===== src/rtl/axi_timer.sv =====
// AXI4-Lite programmable timer: 16-bit prescaler feeding a 32-bit counter with
// compare match, optional auto-reload and a registered level interrupt.
module axi_timer #(
    parameter int ADDR_WIDTH = 32,
    parameter int DATA_WIDTH = 32
) (
    input  logic                    clk,
    input  logic                    rst,
    input  logic [ADDR_WIDTH-1:0]   awaddr,
    input  logic [2:0]              awprot,
    input  logic                    awvalid,
    output logic                    awready,
    input  logic [DATA_WIDTH-1:0]   wdata,
    input  logic [DATA_WIDTH/8-1:0] wstrb,
    input  logic                    wvalid,
    output logic                    wready,
    output logic [1:0]              bresp,
    output logic                    bvalid,
    input  logic                    bready,
    input  logic [ADDR_WIDTH-1:0]   araddr,
    input  logic [2:0]              arprot,
    input  logic                    arvalid,
    output logic                    arready,
    output logic [DATA_WIDTH-1:0]   rdata,
    output logic [1:0]              rresp,
    output logic                    rvalid,
    input  logic                    rready,
    output logic                    irq
);
    localparam int         STRB_WIDTH  = DATA_WIDTH / 8;
    localparam logic [1:0] RESP_OKAY   = 2'b00;
    localparam logic [1:0] RESP_SLVERR = 2'b10;
    localparam logic [2:0] A_CTRL      = 3'd0;
    localparam logic [2:0] A_PRESCALE  = 3'd1;
    localparam logic [2:0] A_COUNT     = 3'd2;
    localparam logic [2:0] A_COMPARE   = 3'd3;
    localparam logic [2:0] A_STATUS    = 3'd4;

    // Timer state
    logic [2:0]            ctrl_q, ctrl_d;
    logic [15:0]           prescale_q, prescale_d;
    logic [DATA_WIDTH-1:0] count_q, count_d;
    logic [DATA_WIDTH-1:0] compare_q, compare_d;
    logic                  match_q, match_d;
    logic [15:0]           presc_q, presc_d;
    logic                  irq_q;

    // Bus state
    logic                  aw_q, w_q;
    logic [11:2]           awaddr_q;
    logic [DATA_WIDTH-1:0] wdata_q;
    logic [STRB_WIDTH-1:0] wstrb_q;
    logic                  bvalid_q, rvalid_q;
    logic [1:0]            bresp_q, rresp_q;
    logic [DATA_WIDTH-1:0] rdata_q;

    logic                  unused_bits;
    assign unused_bits = ^{awaddr, araddr, awprot, arprot};

    function automatic logic is_mapped(input logic [11:2] a);
        return (a[11:5] == 7'd0) && (a[4:2] <= A_STATUS);
    endfunction

    function automatic logic [DATA_WIDTH-1:0] rd_mux(input logic [11:2] a);
        logic [DATA_WIDTH-1:0] v;
        v = '0;
        if (a[11:5] == 7'd0) begin
            case (a[4:2])
                A_CTRL:     v[2:0]  = ctrl_q;
                A_PRESCALE: v[15:0] = prescale_q;
                A_COUNT:    v       = count_q;
                A_COMPARE:  v       = compare_q;
                A_STATUS:   v[0]    = match_q;
                default:    v       = '0;
            endcase
        end
        return v;
    endfunction

    function automatic logic [DATA_WIDTH-1:0] merge(input logic [DATA_WIDTH-1:0] old,
                                                    input logic [DATA_WIDTH-1:0] nw,
                                                    input logic [STRB_WIDTH-1:0] strb);
        logic [DATA_WIDTH-1:0] v;
        for (int b = 0; b < STRB_WIDTH; b++)
            v[b*8 +: 8] = strb[b] ? nw[b*8 +: 8] : old[b*8 +: 8];
        return v;
    endfunction

    // Channel handshakes; a write fires as soon as both halves are available,
    // whether latched earlier or arriving this cycle.
    logic                  aw_hs, w_hs, ar_hs, wr_fire, wr_ok;
    logic [11:2]           wr_addr;
    logic [DATA_WIDTH-1:0] wr_data, wr_merged;
    logic [STRB_WIDTH-1:0] wr_strb;

    assign awready = ~rst & ~aw_q & ~bvalid_q;
    assign wready  = ~rst & ~w_q & ~bvalid_q;
    assign arready = ~rst & ~rvalid_q;
    assign aw_hs   = awvalid & awready;
    assign w_hs    = wvalid & wready;
    assign ar_hs   = arvalid & arready;
    assign wr_fire = (aw_q | aw_hs) & (w_q | w_hs);
    assign wr_addr = aw_q ? awaddr_q : awaddr[11:2];
    assign wr_data = w_q ? wdata_q : wdata;
    assign wr_strb = w_q ? wstrb_q : wstrb;
    assign wr_ok   = wr_fire & is_mapped(wr_addr);

    logic tick, hit;
    assign tick = ctrl_q[0] && (presc_q == prescale_q);
    assign hit  = tick && (count_q == compare_q);

    always_comb begin
        ctrl_d     = ctrl_q;
        prescale_d = prescale_q;
        compare_d  = compare_q;
        match_d    = match_q;
        wr_merged  = merge(rd_mux(wr_addr), wr_data, wr_strb);
        presc_d    = tick ? 16'd0 : presc_q + 16'd1;
        count_d    = count_q;
        if (tick)
            count_d = (hit && ctrl_q[1]) ? '0 : count_q + {{(DATA_WIDTH-1){1'b0}}, 1'b1};
        if (wr_ok) begin
            case (wr_addr[4:2])
                A_CTRL:     ctrl_d     = wr_merged[2:0];
                A_PRESCALE: prescale_d = wr_merged[15:0];
                A_COUNT: begin
                    count_d = wr_merged;
                    presc_d = 16'd0;
                end
                A_COMPARE:  compare_d  = wr_merged;
                A_STATUS:   if (wr_strb[0] && wr_data[0]) match_d = 1'b0;
                default: ;
            endcase
        end
        // A fresh match beats a same-cycle clear
        if (hit) match_d = 1'b1;
        // Prescaler restarts from 0 whenever the timer is (or becomes) stopped
        if (!ctrl_q[0] || !ctrl_d[0]) presc_d = 16'd0;
    end

    always_ff @(posedge clk) begin
        if (rst) begin
            ctrl_q     <= '0;
            prescale_q <= '0;
            count_q    <= '0;
            compare_q  <= '0;
            match_q    <= 1'b0;
            presc_q    <= '0;
            irq_q      <= 1'b0;
            aw_q       <= 1'b0;
            w_q        <= 1'b0;
            awaddr_q   <= '0;
            wdata_q    <= '0;
            wstrb_q    <= '0;
            bvalid_q   <= 1'b0;
            bresp_q    <= RESP_OKAY;
            rvalid_q   <= 1'b0;
            rresp_q    <= RESP_OKAY;
            rdata_q    <= '0;
        end else begin
            ctrl_q     <= ctrl_d;
            prescale_q <= prescale_d;
            count_q    <= count_d;
            compare_q  <= compare_d;
            match_q    <= match_d;
            presc_q    <= presc_d;
            irq_q      <= match_q & ctrl_q[2];

            if (wr_fire) begin
                aw_q     <= 1'b0;
                w_q      <= 1'b0;
                bvalid_q <= 1'b1;
                bresp_q  <= is_mapped(wr_addr) ? RESP_OKAY : RESP_SLVERR;
            end else begin
                if (aw_hs) begin
                    aw_q     <= 1'b1;
                    awaddr_q <= awaddr[11:2];
                end
                if (w_hs) begin
                    w_q     <= 1'b1;
                    wdata_q <= wdata;
                    wstrb_q <= wstrb;
                end
                if (bvalid_q && bready) bvalid_q <= 1'b0;
            end

            // Read samples register state before this cycle's write lands
            if (ar_hs) begin
                rvalid_q <= 1'b1;
                rdata_q  <= rd_mux(araddr[11:2]);
                rresp_q  <= is_mapped(araddr[11:2]) ? RESP_OKAY : RESP_SLVERR;
            end else if (rvalid_q && rready) begin
                rvalid_q <= 1'b0;
            end
        end
    end

    assign bvalid = bvalid_q;
    assign bresp  = bresp_q;
    assign rvalid = rvalid_q;
    assign rresp  = rresp_q;
    assign rdata  = rdata_q;
    assign irq    = irq_q;

endmodule


===== config.mk =====
export PLATFORM = sky130hd
export DESIGN_NAME = axi_timer
export DESIGN_NICKNAME = d
export VERILOG_FILES = /design/src/rtl/axi_timer.sv
export SDC_FILE = /design/constraint.sdc
export NUM_CORES = 1
export LEC_CHECK = 0
export BUFFER_PORTS_ARGS = -buffer_cell sky130_fd_sc_hd__clkbuf_2
export CAP_MARGIN = 25
export CORE_AREA = 2 2 130 132
export CTS_CLUSTER_DIAMETER = 200
export CTS_CLUSTER_SIZE = 40
export DETAILED_ROUTE_END_ITERATION = 7
export DIE_AREA = 0 0 132 134
export GPL_TIMING_DRIVEN = 0
export HOLD_SLACK_MARGIN = 0.15
export PLACE_DENSITY = 0.84
export REMOVE_ABC_BUFFERS = 1
export SYNTH_ARGS = -nofsm -noshare
export SYNTH_HDL_FRONTEND = slang
export SYNTH_SLANG_ARGS = --single-unit

===== constraint.sdc =====
create_clock -name clk -period 3.8 [get_ports clk]
set_input_delay 0.19 -clock clk [delete_from_list [all_inputs] [get_ports clk]]
set_output_delay 0.19 -clock clk [all_outputs]
set_load 0.01 [all_outputs]

# Yosys cells after proc, flatten, opt, wreduce, memory -nomap -nowiden
# Index checks and enable logic that the tools add are counted.
totals:
  ff_bits: 187
  word_cells: 115
op_classes:
  mux: 36
  n_lt_le_gt_ge: 2
  n_reduce_logical: 28
  eq_ne: 10
  n_addsub: 2
  bitwise: 19
op_table:
  columns: ["op", "count"]
  rows:
  - ["two-way mux 32 bit", 7]
  - ["case mux 13 bit (3 select lines)", 2]
  - ["case mux 16 bit (2 select lines)", 2]
  - ["two-way mux 16 bit", 3]
  - ["adder 32 x 1 -> 32 bit (second input constant)", 1]
  - ["== test 32 bit", 1]
  - ["two-way mux 8 bit", 4]
  - ["adder 16 x 1 -> 16 bit (second input constant)", 1]
  - ["== test 16 bit", 1]
  - ["zero test 7 bit", 2]
  - ["== test 3 x 2 -> 1 bit (second input constant)", 4]
  - ["AND 1 bit", 11]
  - ["two-way mux 1 bit", 10]
  - ["two-way mux 10 bit", 1]
  - ["AND reduction 2 bit", 5]
  - ["nonzero test 2 bit", 5]
  - ["logical AND 1 bit", 8]
  - ["case mux 2 bit (4 select lines)", 1]
  - ["== test 3 x 1 -> 1 bit (second input constant)", 2]
  - ["== test 3 bit (second input constant)", 2]
  - ["less-or-equal comparator 3 bit (second input constant)", 2]
  - ["zero test 3 bit", 2]
  - ["inverter 1 bit", 6]
  - ["case mux 2 bit (3 select lines)", 1]
  - ["other kinds (9)", 13]

# Depth between registers and ports, before layout
depth:
  word_depth: 11
  ltp_mapped: 9
  ltp_nobuf: 7

# Worst setup path before layout
# Ideal clock, no wire load.
synth_path:
  kind: "register to register"
  start: "register aw_q"
  end: "register count_q[12]"
  stages_incl_launch_ff: 10
  synth_period_minus_slack_ns: 2.037
  n_path_buf: 4
  path_slack_ns: 1.763
  arrival_time_ns: 1.912
  cell_sequence: "dfxtp_1 buf_6 buf_6 mux2i_4 buf_4 buf_4 mux2i_1 o21ai_0 a21oi_1 o22ai_1"
synth_via:
  elab_chain_cells: 8
  elab_cells_between_ends: 19
  classes_between: "order compare (1); eq/ne (3); mux (6); bitwise (7); reduce/logical (2)"
synth_lines:
  columns: ["element", "line_no", "text"]
  rows:
  - ["from (decl)", "49", "logic aw_q, w_q;"]
  - ["from (signal assigned)", "150", "aw_q <= 1'b0;"]
  - ["from (signal assigned)", "170", "aw_q <= 1'b0;"]
  - ["from (signal assigned)", "176", "aw_q <= 1'b1;"]
  - ["parallel branches: the longest is 7 deep, another holds two-way mux 32 bit", null, null]
  - ["two-way mux 32 bit *", "122", "if (wr_ok) begin"]
  - ["to (signal assigned)", "163", "count_q <= count_d;"]
  - ["to (decl)", "42", "logic [DATA_WIDTH-1:0] count_q, count_d;"]
# Every way passes the cells marked *.
# A chain may end at the register's enable or synchronous reset.

# Worst setup path in the final report
layout_path:
  start: "register prescale_q[9]"
  end: "register count_q[21]"
layout_via:
  elab_chain_cells: 8
layout_lines:
  columns: ["element", "line_no", "text"]
  rows:
  - ["from (decl)", "41", "logic [15:0] prescale_q, prescale_d;"]
  - ["from (signal assigned)", "162", "prescale_q <= prescale_d;"]
  - ["== test 16 bit *", "109", "assign tick = ctrl_q[0] && (presc_q == prescale_q);"]
  - ["logical AND 1 bit *", "109", null]
  - ["logical AND 1 bit", "110", "assign hit = tick && (count_q == compare_q);"]
  - ["logical AND 1 bit", "121", "count_d = (hit && ctrl_q[1]) ? '0 : count_q + {{(DATA_WIDTH-1){1'b0}}, 1'b1};"]
  - ["two-way mux 32 bit", "121", null]
  - ["two-way mux 32 bit *", "120", "if (tick)"]
  - ["two-way mux 32 bit", "123", "case (wr_addr[4:2])"]
  - ["two-way mux 32 bit *", "122", null]
# Every way passes the cells marked *; elsewhere a longest branch is shown, timed or not.

==> flow_summary_export.csv <==
group,metric,value,unit
status,outcome,"completed",
worst_setup_path,cp-start-kind,"flip-flop",
pwr,p_sw,1.11,mW
pwr,internal_power,3.13,mW
timing,drv_slew,0,
global_routing,track_usage,31.8,%
floorplanning,die_x,132,um
final_layout,drive_gt1_share,14.9,%
yosys,ys_ff_latch,185,
timing,finClkSkew,0.0101,ns
worst_setup_path,critPathKind,"flip-flop to flip-flop",
placed_design,hpwl,18800,um
pwr,power_frac_seq,47.3,%
pwr,leakagePower,4.24,nW
pwr,switching_share,26.1,%
floorplanning,initial_core_util,60.4,%
pwr,pwr-share-comb,11.8,%
timing,setup_viol,0,
final_layout,diodes,0,
yosys,synth_largest_area_cell,"dfxtp_1",
clock_tree,cts_tree,"done",
routing,routed_wl,28100,um
floorplanning,core_area,16300,sq um
final_layout,fill_cells,1267,
timing,layout_min_cycle_time,3.71,ns
routing,viasPerCell,6.18,
yosys,synth_common_cells,"dfxtp_1 (185), nand2_1 (171), nor2_1 (127)",
final_layout,final_cells,1512,
flow_run,maxCapViolations,0,
yosys,synth_most_common_cell,"dfxtp_1",
routing,vias,9350,
placed_design,place_congestion,0.916,
yosys,synth_top_flop_cell,"dfxtp_1",
clock_tree,postCtsSetupBuffers,0,
yosys,synth_top_area_share,37.6,%
global_routing,grt_pass1_wl,45500,um
final_layout,multi_input_area,5710,sq um
yosys,netlist_instances,1183,
worst_setup_path,critPathRequiredTime,4.08,ns
yosys,synthDistinctLibCells,70,
yosys,synth_edf_count,0,
worst_setup_path,endpoint_kind,"flip-flop",
final_layout,nNetsFinal,1394,
floorplanning,die_area,17700,sq um
timing,rsz0062_at_grt,"no",
routing,ant_nets,0,
timing,slew_headroom,23.7,%
final_layout,syn2layout_area_growth,17.3,%
floorplanning,fp.dieH,134,um
pwr,power_density,366,nW/um^2
global_routing,grt_remaining_overflow,0,
clock_tree,clock_path_buffers,2,
floorplanning,std_cell_rows,47,
yosys,async_flop_share,0,%
placed_design,post-place-cells,1429,
pwr,clkPwrFrac,40.9,%
final_layout,final_cell_area,11600,sq um
yosys,synthTopCellsByArea,"dfxtp_1 (38%), mux2i_1 (8.7%), nand2_1 (6.5%)",
yosys,ys_warn_count,0,
worst_setup_path,worstPathMaxFanout,24,
pwr,peakVddDrop,0.326,mV
timing,worst_pin_slew,1.14,ns
routing,drc,0,
clock_tree,ctsResizeCount,0,
global_routing,grt_pass1_vias,9149,
clock_tree,insertion_delay,0.44,ns
global_routing,antenna_found_initial,0,
placed_design,placed_cell_area,10500,sq um
timing,fin_crit_sh,97.6,%
min_path,holdCritPathClass,"input pin to flip-flop",
routing,drt_iter0_drc,964,
routing,wire_per_inst,18.6,um
timing,timing.fmax,270,MHz
timing,holdWs,0.212,ns
timing,hold_viol,0,
yosys,yosysSeqAreaShare,37.6,%
placed_design,port_buffers,102,
clock_tree,cts_buffers,17,
clock_tree,cts_num_sinks,185,
worst_setup_path,arrival,3.99,ns
global_routing,grt_max_degree,77,
final_layout,seq_area,3700,sq um
yosys,syn_area_per_cell,8.32,sq um
floorplanning,io_pins,155,
routing,drtPass1Iterations,6,
clock_tree,h-tree-depth,4,
clock_tree,cts-root-buf,"clkbuf_16",
clock_tree,path_clk_slew,0.07,ns
yosys,synth_area,9840,sq um
==> worst max-delay path: stages (launching register included) <==
cell	delay, ns
dfxtp_1	0.37
xor2_1	0.19
nor3_2	0.64
nand3_1	0.88
or2_1	0.64
o21ai_2	0.49
buf_16	0.22
o22ai_1	0.10
==> state kept, by name (all words and copies together), names as in the netlist, 4 cells and up <==
name / flops
wstrb_q: 4
prescale_q: 16
count_q: 32
awaddr_q: 10
compare_q: 32
presc_q: 16
rdata: 32
wdata_q: 32
==> cell type report <==
| cell class | instances | area share, % |
|---|---|---|
| repair buffers | 166 | 11.0 |
| flip-flops and latches | 185 | 32.1 |
| multi-input cells | 902 | 49.4 |
| well taps | 220 | 2.38 |
| clock buffers | 23 | 4.14 |
| inverters | 7 | 0.227 |
| clock inverters | 9 | 0.791 |
==> logic make-up after synthesis <==
kind of cell    share of synthesized area, %
buf+inv                                 4.54
simple gates                            20.6
fa+ha+maj                              0.254
flops                                   37.6
xor+xnor                                8.10
mux                                     12.1
other cells                           0.0381
compound gates                          16.7
==> per-layer routing <==
metal / up-vias / global-route usage (%) / share of wire [%]
li1: 4374 / - / -
met1: 4358 / 39.1 / 40
met2: 513 / 53.2 / 47
met3: 105 / 6.88 / 8.7
met4: 0 / 15.6 / 3.9
met5: - / 0 / 0
==> cells in the final DEF, fill, tap and decap left out, types with 5 or more instances in the layout <==
| cell type | netlist | final |
|---|---|---|
| nand2_1 | 171 | 171 |
| mux2i_1 | 86 | 86 |
| and2_1 | 7 | 7 |
| a22oi_1 | 40 | 40 |
| a211oi_1 | 13 | 13 |
| nand4_1 | 18 | 18 |
| nor2_1 | 127 | 127 |
| xor2_1 | 23 | 23 |
| or3_1 | 5 | 5 |
| buf_16 | 0 | 5 |
| nand3_1 | 19 | 19 |
| inv_1 | 7 | 7 |
| nor3_1 | 24 | 23 |
| dfxtp_1 | 185 | 184 |
| clkbuf_2 | 2 | 101 |
| o21ai_0 | 58 | 58 |
| o22ai_1 | 29 | 29 |
| mux2_2 | 19 | 19 |
| nor4_1 | 24 | 24 |
| clkbuf_16 | 0 | 17 |
| and4_1 | 5 | 5 |
| dlygate4sd3_1 | 0 | 51 |
| xnor2_1 | 68 | 68 |
| a21oi_1 | 87 | 87 |
| and3_1 | 6 | 6 |
| a2bb2oi_1 | 5 | 5 |
==> through the flow <==
step | util (%) | total power, mW | TNS, ns | setup WS, ns
2_1_floorplan | - | 2.29 | -3.02 | -0.412
5_1_grt | 70.9 | 4.36 | 0 | 0.0105
3_5_place_dp | 64.3 | 2.49 | 0 | 0.356
6_report | 70.9 | 4.23 | 0 | 0.0925
4_1_cts | 70.9 | 4.22 | 0 | 0.279
3_3_place_gp | 62.7 | 2.46 | -126.27 | -2.11
==> path summary, 6_finish.rpt <==
check	startpoint	endpoint	depth (start not counted)	slack, ns
worst min register to register	wdata_q[10]$_SDFFE_PP0P_	wdata_q[10]$_SDFFE_PP0P_	2	0.46
worst max-delay path	prescale_q[9]$_SDFFE_PP0P_	count_q[21]$_SDFF_PP0_	7	0.09
worst max register to register	prescale_q[9]$_SDFFE_PP0P_	count_q[21]$_SDFF_PP0_	7	0.09
worst min-delay path	arvalid	rresp[1]$_SDFFE_PP0P_	4	0.21
==> power by group through the flow <==
stage	Clock (mW)	Combinational, mW	Sequential [mW]
floorplan	0	0.246	2.05
global placement	0	0.401	2.05
detailed placement	0	0.442	2.04
CTS	1.74	0.485	2.00
global route	1.83	0.532	2.00
finish	1.73	0.500	2.00
==> repair_timing <==
item,in CTS,in global routing
hold buffers,51,0
endpoints found under the setup margin,0,0
endpoints found under the hold margin,50,0
No activity file was read; power rests on OpenSTA's default activity.
